`src/rtl/branch_ctrl_if.sv`:
```
// Branch controller bus: fetch lookup, execute-stage branch, comparator link,
// redirect/flush outputs and statistics.
interface branch_ctrl_if;
    logic [31:0] fetch_pc;
    logic        pred_taken;
    logic        ex_valid;
    logic        ex_is_branch;
    logic [2:0]  ex_funct3;
    logic [31:0] ex_pc;
    logic [31:0] ex_target;
    logic        ex_pred_taken;
    logic        stall;
    logic        brun;
    logic        brlt;
    logic        breq;
    logic        br_taken;
    logic        flush;
    logic        redirect_valid;
    logic [31:0] redirect_pc;
    logic [31:0] branch_count;
    logic [31:0] mispredict_count;

    // Pipeline / comparator side
    modport master (
        output fetch_pc, ex_valid, ex_is_branch, ex_funct3, ex_pc, ex_target,
               ex_pred_taken, stall, brlt, breq,
        input  pred_taken, brun, br_taken, flush, redirect_valid, redirect_pc,
               branch_count, mispredict_count
    );

    // Branch controller side
    modport slave (
        input  fetch_pc, ex_valid, ex_is_branch, ex_funct3, ex_pc, ex_target,
               ex_pred_taken, stall, brlt, breq,
        output pred_taken, brun, br_taken, flush, redirect_valid, redirect_pc,
               branch_count, mispredict_count
    );
endinterface

```
`src/rtl/branch_ctrl.sv`:
```
// Branch resolution sequencer: comparator select, direction decode, 2-bit BHT
// prediction/update, mispredict redirect + multi-cycle flush, statistics.
module branch_ctrl #(
    parameter int unsigned IDX_BITS     = 6,
    parameter int unsigned FLUSH_CYCLES = 2
) (
    input  logic         clk,
    input  logic         rst,
    branch_ctrl_if.slave bus
);
    localparam int unsigned ENTRIES = 1 << IDX_BITS;
    localparam int unsigned CTR_W   = 2;
    localparam int unsigned CNT_W   = 4;
    localparam int unsigned XLEN    = 32;

    typedef enum logic [0:0] {
        IDLE  = 1'b0,
        FLUSH = 1'b1
    } state_t;

    state_t              state, state_nxt;
    logic [CNT_W-1:0]    cnt, cnt_nxt;
    logic                flush_q, flush_nxt;
    logic                rv_q, rv_nxt;
    logic [XLEN-1:0]     rpc_q, rpc_nxt;
    logic [XLEN-1:0]     branch_cnt, misp_cnt;
    logic [CTR_W-1:0]    bht [ENTRIES];

    logic [IDX_BITS-1:0] fetch_idx, ex_idx;
    logic                legal, dir, taken, resolve, mispredict;
    logic [CTR_W-1:0]    ctr_cur, ctr_nxt;
    logic                unused_fetch;

    assign fetch_idx    = bus.fetch_pc[IDX_BITS+1:2];
    assign ex_idx       = bus.ex_pc[IDX_BITS+1:2];
    assign unused_fetch = ^{bus.fetch_pc[XLEN-1:IDX_BITS+2], bus.fetch_pc[1:0]};

    // funct3 010/011 are not conditional branches
    assign legal = (bus.ex_funct3[2:1] != 2'b01);

    // Direction decode from comparator flags
    always_comb begin
        dir = 1'b0;
        case (bus.ex_funct3)
            3'b000:         dir = bus.breq;
            3'b001:         dir = !bus.breq;
            3'b100, 3'b110: dir = bus.brlt;
            3'b101, 3'b111: dir = !bus.brlt;
            default:        dir = 1'b0;
        endcase
    end

    assign taken      = bus.ex_valid & bus.ex_is_branch & legal & dir;
    assign resolve    = bus.ex_valid & bus.ex_is_branch & legal & !bus.stall
                        & (state == IDLE);
    assign mispredict = resolve & (taken != bus.ex_pred_taken);

    // Saturating counter update for the resolving branch
    always_comb begin
        ctr_cur = bht[ex_idx];
        ctr_nxt = ctr_cur;
        if (taken) begin
            if (ctr_cur != 2'b11) ctr_nxt = ctr_cur + 2'd1;
        end else begin
            if (ctr_cur != 2'b00) ctr_nxt = ctr_cur - 2'd1;
        end
    end

    // BHT storage; fetch read sees the pre-update value on a collision
    always_ff @(posedge clk) begin
        if (rst) begin
            for (int i = 0; i < ENTRIES; i++) bht[i] <= 2'b01;
        end else if (resolve) begin
            bht[ex_idx] <= ctr_nxt;
        end
    end

    // Next-state, flush timing and redirect generation
    always_comb begin
        state_nxt = state;
        cnt_nxt   = cnt;
        flush_nxt = flush_q;
        rv_nxt    = 1'b0;
        rpc_nxt   = rpc_q;
        case (state)
            IDLE: begin
                flush_nxt = 1'b0;
                if (mispredict) begin
                    state_nxt = FLUSH;
                    cnt_nxt   = CNT_W'(FLUSH_CYCLES - 1);
                    flush_nxt = 1'b1;
                    rv_nxt    = 1'b1;
                    rpc_nxt   = taken ? bus.ex_target : bus.ex_pc + 32'd4;
                end
            end
            FLUSH: begin
                if (cnt == '0) begin
                    state_nxt = IDLE;
                    flush_nxt = 1'b0;
                end else begin
                    cnt_nxt   = cnt - CNT_W'(1);
                    flush_nxt = 1'b1;
                end
            end
            default: begin
                state_nxt = IDLE;
                flush_nxt = 1'b0;
            end
        endcase
    end

    // State and registered outputs
    always_ff @(posedge clk) begin
        if (rst) begin
            state   <= IDLE;
            cnt     <= '0;
            flush_q <= 1'b0;
            rv_q    <= 1'b0;
            rpc_q   <= '0;
        end else begin
            state   <= state_nxt;
            cnt     <= cnt_nxt;
            flush_q <= flush_nxt;
            rv_q    <= rv_nxt;
            rpc_q   <= rpc_nxt;
        end
    end

    // Saturating branch / mispredict statistics
    always_ff @(posedge clk) begin
        if (rst) begin
            branch_cnt <= '0;
            misp_cnt   <= '0;
        end else begin
            if (resolve && branch_cnt != '1) branch_cnt <= branch_cnt + 32'd1;
            if (mispredict && misp_cnt != '1) misp_cnt <= misp_cnt + 32'd1;
        end
    end

    assign bus.pred_taken       = bht[fetch_idx][1];
    assign bus.brun             = (bus.ex_funct3 == 3'b110) || (bus.ex_funct3 == 3'b111);
    assign bus.br_taken         = taken;
    assign bus.flush            = flush_q;
    assign bus.redirect_valid   = rv_q;
    assign bus.redirect_pc      = rpc_q;
    assign bus.branch_count     = branch_cnt;
    assign bus.mispredict_count = misp_cnt;
endmodule

```
`src/flat_wrapper.sv`:
```
// flat-port wrapper written by rule: the top's interface ports become plain ports
module branch_ctrl_flat 
#(
    parameter int unsigned IDX_BITS     = 6,
    parameter int unsigned FLUSH_CYCLES = 2
)
  (clk, rst, bus_fetch_pc, bus_ex_valid, bus_ex_is_branch, bus_ex_funct3, bus_ex_pc, bus_ex_target, bus_ex_pred_taken, bus_stall, bus_brlt, bus_breq, bus_pred_taken, bus_brun, bus_br_taken, bus_flush, bus_redirect_valid, bus_redirect_pc, bus_branch_count, bus_mispredict_count);
  branch_ctrl_if bus_i ();
  input  logic clk;
  input  logic rst;
  input wire logic [$bits(bus_i.fetch_pc)-1:0] bus_fetch_pc;
  input wire logic [$bits(bus_i.ex_valid)-1:0] bus_ex_valid;
  input wire logic [$bits(bus_i.ex_is_branch)-1:0] bus_ex_is_branch;
  input wire logic [$bits(bus_i.ex_funct3)-1:0] bus_ex_funct3;
  input wire logic [$bits(bus_i.ex_pc)-1:0] bus_ex_pc;
  input wire logic [$bits(bus_i.ex_target)-1:0] bus_ex_target;
  input wire logic [$bits(bus_i.ex_pred_taken)-1:0] bus_ex_pred_taken;
  input wire logic [$bits(bus_i.stall)-1:0] bus_stall;
  input wire logic [$bits(bus_i.brlt)-1:0] bus_brlt;
  input wire logic [$bits(bus_i.breq)-1:0] bus_breq;
  output wire logic [$bits(bus_i.pred_taken)-1:0] bus_pred_taken;
  output wire logic [$bits(bus_i.brun)-1:0] bus_brun;
  output wire logic [$bits(bus_i.br_taken)-1:0] bus_br_taken;
  output wire logic [$bits(bus_i.flush)-1:0] bus_flush;
  output wire logic [$bits(bus_i.redirect_valid)-1:0] bus_redirect_valid;
  output wire logic [$bits(bus_i.redirect_pc)-1:0] bus_redirect_pc;
  output wire logic [$bits(bus_i.branch_count)-1:0] bus_branch_count;
  output wire logic [$bits(bus_i.mispredict_count)-1:0] bus_mispredict_count;
  assign bus_i.fetch_pc = bus_fetch_pc;
  assign bus_i.ex_valid = bus_ex_valid;
  assign bus_i.ex_is_branch = bus_ex_is_branch;
  assign bus_i.ex_funct3 = bus_ex_funct3;
  assign bus_i.ex_pc = bus_ex_pc;
  assign bus_i.ex_target = bus_ex_target;
  assign bus_i.ex_pred_taken = bus_ex_pred_taken;
  assign bus_i.stall = bus_stall;
  assign bus_i.brlt = bus_brlt;
  assign bus_i.breq = bus_breq;
  assign bus_pred_taken = bus_i.pred_taken;
  assign bus_brun = bus_i.brun;
  assign bus_br_taken = bus_i.br_taken;
  assign bus_flush = bus_i.flush;
  assign bus_redirect_valid = bus_i.redirect_valid;
  assign bus_redirect_pc = bus_i.redirect_pc;
  assign bus_branch_count = bus_i.branch_count;
  assign bus_mispredict_count = bus_i.mispredict_count;
  branch_ctrl #(.IDX_BITS(IDX_BITS), .FLUSH_CYCLES(FLUSH_CYCLES)) u_core (.clk(clk), .rst(rst), .bus(bus_i));
endmodule
```
`config.mk`:
```
export PLATFORM = sky130hd
export DESIGN_NAME = branch_ctrl_flat
export DESIGN_NICKNAME = d
export VERILOG_FILES = /design/src/rtl/branch_ctrl_if.sv /design/src/rtl/branch_ctrl.sv /design/src/flat_wrapper.sv
export SDC_FILE = /design/constraint.sdc
export NUM_CORES = 1
export LEC_CHECK = 0
export ABC_AREA = 1
export CAP_MARGIN = 10
export CORE_UTILIZATION = 44
export DETAILED_ROUTE_END_ITERATION = 10
export GPL_ROUTABILITY_DRIVEN = 0
export PLACE_DENSITY = 0.63
export SLEW_MARGIN = 20
export SYNTH_ARGS = -nofsm -noshare
export SYNTH_HDL_FRONTEND = slang
export SYNTH_SLANG_ARGS = --single-unit
```
`constraint.sdc`:
```
create_clock -name clk -period 2.8 [get_ports clk]
set_input_delay 0.56 -clock clk [delete_from_list [all_inputs] [get_ports clk]]
set_output_delay 0.56 -clock clk [all_outputs]
set_load 0.03 [all_outputs]
```
Word-level counts from Yosys, hierarchy flattened
Memory sizes are Yosys's and may differ from the RTL's.
Index checks and enable logic that the tools add are counted.
Widths: inputs -> output; s select.

word-level totals
  memories kept = 1
  latch bits = 0
  bits in read-only memories = 0
  register bits after elaboration = 102
  memory bits (writable) = 128
  output and inout bits = 101
  input bits = 107

operators by class
  div/mod/pow operators = 0
  muxes and demuxes = 19
  eq/ne operators = 12
  add/subtract/negate cells = 6
  shifts and indexed selects = 0
  bitwise operators = 7
  $lt $le $gt $ge = 0
  $mul = 0
  reduce and logical (&&, ||, !) cells = 15

memory list
  memory      words  width  rd ports  clocked after Yosys merged registers in  write ports  line               source
  u_core.bht  64     2      2         0                                        64           branch_ctrl.sv:27  logic [CTR_W-1:0] bht [ENTRIES];

operators by type and width
  cell                   number
  $add 32x1->32 const B  2
  $ne 32x32->1 const B   2
  $add 32x3->32 const B  1
  $mux 32                1
  $eq 3x3->1 const B     4
  $mux 1                 8
  $mux 2                 4
  $mux 4                 2
  $pmux 4 s2             1
  $reduce_or 2->1        4
  $and 1x1->1            6
  $mux 6                 1
  $logic_not 4->1        1
  $ne 2x1->1 const B     2
  $ne 2x2->1 const B     2
  $pmux 1 s4             1
  $reduce_and 2->1       2
  $sub 4x1->4 const B    1
  $eq 3x1->1 const B     1
  $logic_not 1->1        3
  $logic_not 3->1        1
  $add 2x1->2 const B    1
  $logic_and 1x1->1      2
  $pmux 1 s2             1
  5 further kinds        5

Longest topological paths before layout
Gate-level depths: netlist (run 1).

  depth in word-level cells = 9
  gate-level depth with buffers = 18
  gate-level depth less buffers = 15

Worst setup path before layout (run 1)
OpenSTA, ideal clock, no wires.

  path type = input to output
  from = in bus_ex_funct3[1]
  to = out bus_br_taken
  cell stages on the path = 7
  setup slack = 0.529 ns
  arrival time = 1.711 ns
  data required time = 2.240 ns
  path through = nor2_1 > nor2_1 > nor2_1 > nand2_1 > buf_2 > inv_1 > clkbuf_1

between the ends
  longest elaborated chain between the ends = 4
  elaborated cells between the ends (all ways) = 12
  those cells by class = eq/ne: 6; mux: 1; bitwise: 2; reduce/logical: 3

RTL lines
  item                line                source
  start: declaration  flat_wrapper.sv:14  input wire logic [$bits(bus_i.ex_funct3)-1:0] bus_ex_funct3;
  $eq 3x3->1          branch_ctrl.sv:44   case (bus.ex_funct3)
  $reduce_or 2->1     branch_ctrl.sv:44
  $pmux 1 s4          branch_ctrl.sv:44
  $and 1x1->1 *       branch_ctrl.sv:53   assign taken = bus.ex_valid & bus.ex_is_branch & legal & dir;
  end: declaration    flat_wrapper.sv:23  output wire logic [$bits(bus_i.br_taken)-1:0] bus_br_taken;

Mark *: on every way between the ends. The rest lies on a longest branch, timed or not.

Worst setup path in the final report (run 1)
  from = in bus_fetch_pc[3]
  to = out bus_pred_taken

between the ends
  longest elaborated chain between the ends = 1

RTL lines
  item                line                source
  start: declaration  flat_wrapper.sv:11  input wire logic [$bits(bus_i.fetch_pc)-1:0] bus_fetch_pc;
  $mem_v2 64x2        --
  end: declaration    flat_wrapper.sv:21  output wire logic [$bits(bus_i.pred_taken)-1:0] bus_pred_taken;

Every way passes these cells.

==> results of run 1 <==
## worst max-delay path: stages
cell and delay (ns):
dlygate4sd2_1 0.28, inv_2 0.10, buf_4 0.17, o21ai_0 0.10, o22ai_1 0.22, nand2_1 0.08, nand2_1 0.09, a21oi_1 0.06
o21ai_1 0.14, nand3_1 0.11, nand2_1 0.11, buf_4 0.16
## area by class of cell
type	count	area, µm²	area share
Clock buffer	28	679	0.0391
Clock inverter	22	289	0.0166
Inverter	155	582	0.0335
Multi-Input combinational cell	1455	6630	0.381
Sequential cell	230	5890	0.339
Tap cell	396	495	0.0285
Timing Repair Buffer	283	2810	0.162
## logic make-up after synthesis
kind of cell | count (synthesis) | synth area share
AOI/OAI and AO/OA | 182 | 0.0723
xor gates and xnor gates | 59 | 0.0379
adders and majority gates | 4 | 0.00367
buffers and inverters | 247 | 0.0835
DFF | 230 | 0.431
muxes | 7 | 0.00514
and+or+nand+nor | 1203 | 0.366
## state kept, by name, summed over array words and instances (netlist names)
register,cells
u_core.bht,128
u_core.bus.branch_count,32
u_core.bus.mispredict_count,32
u_core.bus.redirect_pc,32
u_core.bus.redirect_valid,1
u_core.cnt,4
u_core.state,1
## per-layer routing
metal / GRT usage / share of wire / up-vias
met2: 0.445 / 0.47 / 510
met4: 0.0937 / 0.033 / 2
met5: 0 / 0.00029 / -
met3: 0.0352 / 0.071 / 94
li1: - / - / 6696
met1: 0.338 / 0.42 / 6253
## path summary, 6_finish.rpt
check | from | slack (ns) | end
min reg2reg | u_core.bus.redirect_pc[6] | 0.45 | u_core.bus.redirect_pc[6]
max reg2reg | u_core.bus.mispredict_count[1] | 0.45 | u_core.bus.mispredict_count[20]
max | bus_fetch_pc[3] | 0.06 | bus_pred_taken
min | u_core.bus.redirect_pc[6] | 0.45 | u_core.bus.redirect_pc[6]
## what timing repair did
action,CTS,global route
endpoints found under the setup margin,2,1
gates resized for setup,10,3
cloned,1,0
pin swaps,2,2
## report_power, final
group / internal, mW / switching [mW] / total [mW]
Combinational: 0.373 / 0.604 / 0.977
Sequential: 3.60 / 0.0298 / 3.63
Clock: 2.40 / 1.45 / 3.85
Total: 6.38 / 2.08 / 8.46
## cells in the final DEF (no fill, tap or decap), types with 4 or more instances in the layout
| master | instances |
|---|---|
| a21oi_1 | 56 |
| and3_1 | 4 |
| buf_12 | 18 |
| buf_4 | 81 |
| bufinv_16 | 7 |
| clkbuf_16 | 27 |
| clkdlybuf4s50_1 | 174 |
| clkinv_1 | 8 |
| clkinv_2 | 4 |
| dfxtp_1 | 102 |
| edfxtp_1 | 128 |
| ha_1 | 4 |
| inv_1 | 147 |
| inv_2 | 7 |
| mux2i_1 | 7 |
| nand2_1 | 683 |
| nand2_2 | 5 |
| nand3_1 | 107 |
| nand3b_1 | 4 |
| nand4_1 | 43 |
| nor2_1 | 282 |
| nor3_1 | 43 |
| nor3b_1 | 9 |
| nor4_1 | 6 |
| o211ai_1 | 12 |
| o21ai_0 | 88 |
| o21ai_1 | 5 |
| o221ai_1 | 5 |
| o22ai_1 | 10 |
| or2_2 | 4 |
| xnor2_1 | 17 |
| xor2_1 | 42 |
==> impl_metrics.toml, run 1 <==
[outcome]
outcome = "finished clean"

[synth]
async_flop_share = 0
ys_seq_area_frac = 0.431
syn_area_per_cell_um2 = 7.06
synth.largest_area_cell = "edfxtp_1"
ys_warn_count = 0
synth.most_common_cell = "nand2_1"
ys_top_cells_by_count = "685 x nand2_1, 282 x nor2_1, 149 x inv_1"
synth_ff_type = "edfxtp_1"
synth.area.top_cells = "edfxtp_1 28%, nand2_1 19%, dfxtp_1 15%"
synth_top_area_frac = 0.282
ys_ff_latch = 230
yosysUniqueCellTypes = 46
netlist_instances = 1932
synth-edff-count = 128
syn_area_mm2 = 0.0136
syn_nets = 2043

[setup_path]
cp-end-kind = "output port"
start_kind = "input port"
reg2regPathDepth = 10
worstPathArrival_ns = 2.18
required_ns = 2.24
path_max_fanout = 6
crit_type = "in2out"

[drt]
wl_um = 42000
dr.first_iter.drc_count = 1007
vias = 13555
firstDrtPassIters = 5
postRouteAntennaNets = 0
wl_per_cell_um = 16.3
via_per_inst = 5.28
drc = 0

[timing]
hold_ws_ns = 0.448
setup_slack_ns = 0.0558
max_freq_mhz = 364
post-route-period-util = 0.980
slew_headroom = 0.326
rsz0062_at_grt = "false"
worst_slew_pin_slew_ns = 1.01
setup_violations = 0
finalHoldViolations = 0
slew_violations = 0
finalSetupTns_ns = 0
fin_crit_ns = 2.74
fin_skew_ns = 0.0175

[hold_path]
worstHoldPathCells = 2
min_path_type = "reg2reg"

[job]
max-cap-violations = 0

[power_and_ir_drop]
power.density_mw_per_mm2 = 487
ir_worst_vdd_mv = 0.588
cellLeakagePower_nw = 6.69
total_power_mw = 8.46

[die]
die_w_um = 178
die_h_um = 178
core_mm2 = 0.0305
io_pins = 208
dieArea_mm2 = 0.0317
initial_core_util = 0.447
row_count = 64

[finish]
fill_cells = 2853
antennaDiodeCount = 0
synthToLayoutAreaGrowth_pct = 27.4
final_util = 0.569
nets = 2263
instances_no_fill = 2569
fin_area_mm2 = 0.0174
drive_above_1_share = 0.0824

[clock_network]
cts_buffers = 27
cts_tree = "built"
clk_latency_ns = 0.55
clk_pin_slew_worst_paths_ns = 0.06
root_buffer = "clkbuf_16"
cts_hold_buf = 0
ctsLongestPathBuffers = 3
htree_levels = 1
cts_num_sinks = 230
post-cts-setup-buffers = 0

[placement]
dp.cells = 2518
place_ws_ns = -0.224
portBuffers = 181
dpl.hpwl_um = 28800
place_area_mm2 = 0.0164

[global_route]
grt_max_degree = 82
grt_pass1_wl_um = 65500
grt_pass1_vias = 12915
grtUsageTotal = 0.262
gr-total-overflow = 0
antenna_found_initial = 1
No activity file was read; power rests on OpenSTA's default activity.
==> inputs of run 2 (changes only) <==
- REMOVE_ABC_BUFFERS: not set -> 1
==> run 2 against run 1 <==
  * Clock skew down 0.0039 ns
  * Sequential share of layout area up 0.095 points
  * Final cell count down 0.19%
  * Core utilization down 0.16 points
  * Global-route usage down 0.17 points
  * Clock power down 7.3%
  * Power down 3.1%
  * Via count down 0.97%
  * Setup slack better by 0.00086 ns
  * Die area unchanged
  * Register-to-register slack better by 0.05 ns
==> impl_metrics.toml, run 2 (same netlist as run 1, synthesis figures left out) <==
[clock_network]
cts_tree = "built"
cts_buffers = 28
clk_latency_ns = 0.55
htree_levels = 1
cts_hold_buf = 0
ctsLongestPathBuffers = 3
clk_pin_slew_worst_paths_ns = 0.05
cts_num_sinks = 230
root_buffer = "clkbuf_16"

[die]
core_mm2 = 0.0305
die_w_um = 178
io_pins = 208
dieArea_mm2 = 0.0317
initial_core_util = 0.447
die_h_um = 178
row_count = 64

[drt]
vias = 13424
postRouteAntennaNets = 0
wl_per_cell_um = 16.2
dr.first_iter.drc_count = 1212
wl_um = 41700
firstDrtPassIters = 5
via_per_inst = 5.24
drc = 0

[finish]
final_cell_mix = "683 x nand2_1, 282 x nor2_1, 174 x clkdlybuf4s50_1"
drive_above_1_share = 0.0775
nets = 2257
instances_no_fill = 2564
largest_reg_flops = 128
antennaDiodeCount = 0
final_util = 0.568
fin_area_mm2 = 0.0173
regMostFlops = "u_core.bht"
synthToLayoutAreaGrowth_pct = 27.0
final_common_cell = "nand2_1"

[timing]
post-route-period-util = 0.980
fin_crit_ns = 2.74
max_freq_mhz = 365
slew_headroom = 0.609
setup_violations = 0
hold_ws_ns = 0.452
finalHoldViolations = 0
worst_slew_pin_slew_ns = 0.587
rsz0062_at_grt = "false"
slew_violations = 0
fin_skew_ns = 0.0136

[power_and_ir_drop]
power.density_mw_per_mm2 = 473
ir_worst_vdd_mv = 0.514
cellLeakagePower_nw = 6.65

[setup_path]
reg2reg_setup_slack_ns = 0.50
path_common_cell = "nand2_1"
r2r-end = "u_core.bus.mispredict_count[25]"
path_max_fanout = 16
crit_slowest_cell = "dlygate4sd2_1"
start_kind = "input port"
reg2regPathDepth = 10
timing.rr.start = "u_core.bus.mispredict_count[0]"
crit_family = "buffers and inverters"
worstPathArrival_ns = 2.18
critPathMaxStageDelay_ns = 0.31
crit_type = "in2out"
cp_cell_sequence = "dlygate4sd2_1 > buf_12 > o21ai_0 > o22ai_1 > nand2_1 > nand2_1 > a21oi_1 > o21ai_0 > nand3_1 > nand2_1 > buf_4"
required_ns = 2.24
path_buf_inv = 3
cp-end-kind = "output port"

[global_route]
grt_pass1_wl_um = 65100
grtUsageTotal = 0.260
grt_max_degree = 65
use_met1 = 0.344
grt_util_met2 = 0.436
grt.busiest_layer = "met2"
use_met3 = 0.0384
gr-total-overflow = 0
antenna_found_initial = 0
grt_pass1_vias = 12450

[hold_path]
worstHoldPathCells = 2
worstHoldStart = "u_core.bus.redirect_pc[28]"
hold_end = "u_core.bus.redirect_pc[28]"
min_path_type = "reg2reg"

[outcome]
outcome = "finished clean"

[job]
max-cap-violations = 0

[placement]
place_area_mm2 = 0.0163
portBuffers = 181
dp.cells = 2509
dpl.hpwl_um = 28200
==> run 2: cell count changes in the layout (fill, tap and decap cells not counted), moves of 2 or more <==
cell,previous run,this run
clkbuf_16,27,31
clkinv_1,8,5
o21ai_1,5,3
clkbuf_1,1,10
buf_6,3,0
buf_12,18,23
buf_4,81,72
o21ai_0,88,90
bufinv_16,7,1
==> run 2: timing repair <==
item                       in CTS  in global routing
gates cloned                    2                  0
buffers inserted                1                  0
setup endpoints to repair       1                  1
pin swaps                       1                  1
resized for setup              12                  2
==> run 2: power breakdown <==
group | leakage (nW) | switching, mW | internal (mW)
sequential | 1.94 | 0.0296 | 3.60
clock | 0.437 | 1.45 | 2.12
combinational | 4.27 | 0.606 | 0.385
total | 6.65 | 2.09 | 6.11
==> run 2: through the flow <==
stage | power, mW | setup TNS [ns] | setup WS (ns)
after floorplan | 4.14 | -197.64 | -1.73
after global placement | 4.65 | -16.47 | -0.466
after detailed placement | 4.66 | -19.23 | -0.451
after CTS | 8.26 | 0 | 0.0553
after global routing | 8.48 | 0 | 0.00545
final | 8.20 | 0 | 0.0567
==> run 2: worst min-delay path, delay by kind of cell (launching register included) <==
| family | cells | cell delay [ns] |
|---|---|---|
| flip-flops | 1 | 0.31 |
| AND/OR/NAND/NOR | 2 | 0.10 |
==> run 2: layer usage <==
| layer | up-vias | share of wire |
|---|---|---|
| met2 | 487 | 0.47 |
| met1 | 6170 | 0.43 |
| met4 | 0 | 0.024 |
| met3 | 71 | 0.075 |
| met5 | - | 0 |
| li1 | 6696 | - |
==> run 2: worst max-delay path by stage <==
stage                     startpoint               end  slack [ns]  cells after the start
floorplan           bus_ex_funct3[0]  u_core.bht[0][1]       -1.73                      9
global placement     bus_fetch_pc[3]    bus_pred_taken       -0.47                     11
detailed placement   bus_fetch_pc[3]    bus_pred_taken       -0.45                     11
CTS                  bus_fetch_pc[2]    bus_pred_taken        0.06                     10
global route         bus_fetch_pc[3]    bus_pred_taken       0.005                     11
finish               bus_fetch_pc[3]    bus_pred_taken        0.06                     11
==> run 2: layout make-up <==
cell class / count / area, µm²
sequential: 230 / 5890
tap: 396 / 495
fill: 2867 / 13200
timing repair buffer: 276 / 2840
clock buffer: 42 / 827
clock inverter: 10 / 72.6
multi-input combinational: 1455 / 6620
inverter: 155 / 586
==> inputs of run 3 (changes only) <==
- PLACE_DENSITY: 0.63 -> 0.65
==> run 3 against run 2 <==
  * Clock skew up 0.010 ns
  * Critical path depth is 1 lower
  * Core utilization down 0.11 points
  * Non-clock buffer count did not move
  * Die area unchanged
  * Clock power rose by 1%
  * Setup slack better by 0.015 ns
  * Combinational power shrank 2.4%
==> impl_metrics.toml, run 3 (same netlist as run 1, synthesis figures left out) <==
[outcome]
outcome = "finished clean"

[setup_path]
reg2reg_setup_slack_ns = 0.48
crit_type = "in2out"
critPathMaxStageDelay_ns = 0.29
required_ns = 2.24
path_max_fanout = 13
crit_slowest_cell = "bufbuf_16"
start_kind = "input port"
crit_family = "buffers and inverters"
path_buf_inv = 4
reg2regPathDepth = 12
r2r-end = "u_core.bus.branch_count[15]"
worstPathArrival_ns = 2.17
cp-end-kind = "output port"
timing.rr.start = "u_core.bus.branch_count[0]"
cp_cell_sequence = "dlygate4sd2_1 > inv_2 > bufbuf_16 > o21ai_0 > o22ai_1 > o211ai_1 > nand3b_1 > nand3_1 > nand2_2 > buf_4"

[timing]
fin_crit_ns = 2.73
post-route-period-util = 0.974
slew_violations = 0
rsz0062_at_grt = "false"
setup_violations = 0
max_freq_mhz = 367
slew_headroom = 0.417
fin_skew_ns = 0.0237
worst_slew_pin_slew_ns = 0.875
finalHoldViolations = 0

[die]
row_count = 64
die_h_um = 178
dieArea_mm2 = 0.0317
core_mm2 = 0.0305
io_pins = 208
initial_core_util = 0.447
die_w_um = 178

[clock_network]
cts_tree = "built"
cts_buffers = 27
ctsLongestPathBuffers = 3
cts_num_sinks = 230
clk_latency_ns = 0.55
cts_hold_buf = 0
clk_pin_slew_worst_paths_ns = 0.06
htree_levels = 1
root_buffer = "clkbuf_16"

[job]
max-cap-violations = 0

[hold_path]
hold_end = "u_core.bus.branch_count[22]"
worstHoldStart = "rst"
min_path_type = "in2reg"
worstHoldPathCells = 4

[power_and_ir_drop]
internal_power_mw = 6.11
p_comb_frac = 0.118
cellLeakagePower_nw = 6.65
p_sw_mw = 2.11
power.density_mw_per_mm2 = 475
ir_worst_vdd_mv = 0.370
power.share.switching = 0.257
clockPowerShare = 0.440
seq_power_share = 0.442

[global_route]
antenna_found_initial = 0
gr-total-overflow = 0
grtUsageTotal = 0.257
grt_pass1_vias = 12611
grt_max_degree = 68
grt_pass1_wl_um = 64500

[drt]
postRouteAntennaNets = 0
dr.first_iter.drc_count = 1119
wl_per_cell_um = 16.3
wl_um = 41700
vias = 13533
via_per_inst = 5.28
firstDrtPassIters = 5
drc = 0

[placement]
portBuffers = 181
place_area_mm2 = 0.0163
dpl.hpwl_um = 28400
dp.cells = 2510

[finish]
antennaDiodeCount = 0
nets = 2256
synthToLayoutAreaGrowth_pct = 26.7
fin_area_mm2 = 0.0173
instances_no_fill = 2561
final_common_cell = "nand2_1"
drive_above_1_share = 0.0822
largest_reg_flops = 128
regMostFlops = "u_core.bht"
final_cell_mix = "682 x nand2_1, 282 x nor2_1, 173 x clkdlybuf4s50_1"
[run 3: tightest hold or removal path, stage by stage]
cell and delay [ns]:
buf_2 0.09, inv_2 0.13, nand2_1 0.10, nor2_1 0.03
[run 3: power by group through the flow]
stage | Clock (mW) | Sequential [mW] | Combinational, mW
after floorplan | 0 | 3.72 | 0.421
after global placement | 0 | 3.71 | 0.935
after detailed placement | 0 | 3.71 | 0.942
final | 3.62 | 3.64 | 0.967
after CTS | 3.67 | 3.64 | 0.960
after global routing | 3.79 | 3.64 | 1.05
[run 3: timing repair]
| action | in CTS | in global routing |
|---|---|---|
| gates resized for setup | 10 | 4 |
| gates cloned | 1 | 0 |
| pin swaps | 1 | 3 |
| buffers inserted | 1 | 0 |
| setup endpoints to repair | 1 | 1 |
[run 3: per-stage QoR]
stage | total power [mW] | hold WS, ns | setup TNS (ns) | utilization | setup WS (ns)
after floorplan | 4.14 | 0.446 | -197.64 | - | -1.73
after CTS | 8.26 | 0.403 | 0 | 0.567 | 0.00793
after detailed placement | 4.65 | 0.434 | -19.77 | 0.534 | -0.358
after global placement | 4.64 | 0.432 | -12.00 | 0.534 | -0.358
after global routing | 8.48 | 0.455 | 0 | 0.567 | 0.0169
final | 8.22 | 0.425 | 0 | 0.567 | 0.0718
[run 3: final cells by class]
cell class                 count  area (µm²)
inverter                     155         582
tap                          396         495
timing repair buffer         276        2770
clock inverter                15         116
fill                        2873       13200
sequential                   230        5890
clock buffer                  34         807
multi-input combinational   1455        6640
[run 3: worst max path at each step]
stage,startpoint,end,slack (ns),cells after the start
global route,bus_fetch_pc[2],bus_pred_taken,0.02,11
floorplan,bus_ex_funct3[0],u_core.bht[0][1],-1.73,9
finish,bus_fetch_pc[2],bus_pred_taken,0.07,10
CTS,bus_fetch_pc[4],bus_pred_taken,0.008,8
global placement,bus_fetch_pc[3],bus_pred_taken,-0.36,10
detailed placement,bus_fetch_pc[3],bus_pred_taken,-0.36,10
[run 3: layer usage]
layer | vias to the layer above | GRT usage | part of all wire
met5 | - | 0 | 0
met4 | 0 | 0.0837 | 0.031
met3 | 82 | 0.0386 | 0.069
met1 | 6271 | 0.335 | 0.42
li1 | 6691 | - | -
met2 | 489 | 0.436 | 0.48
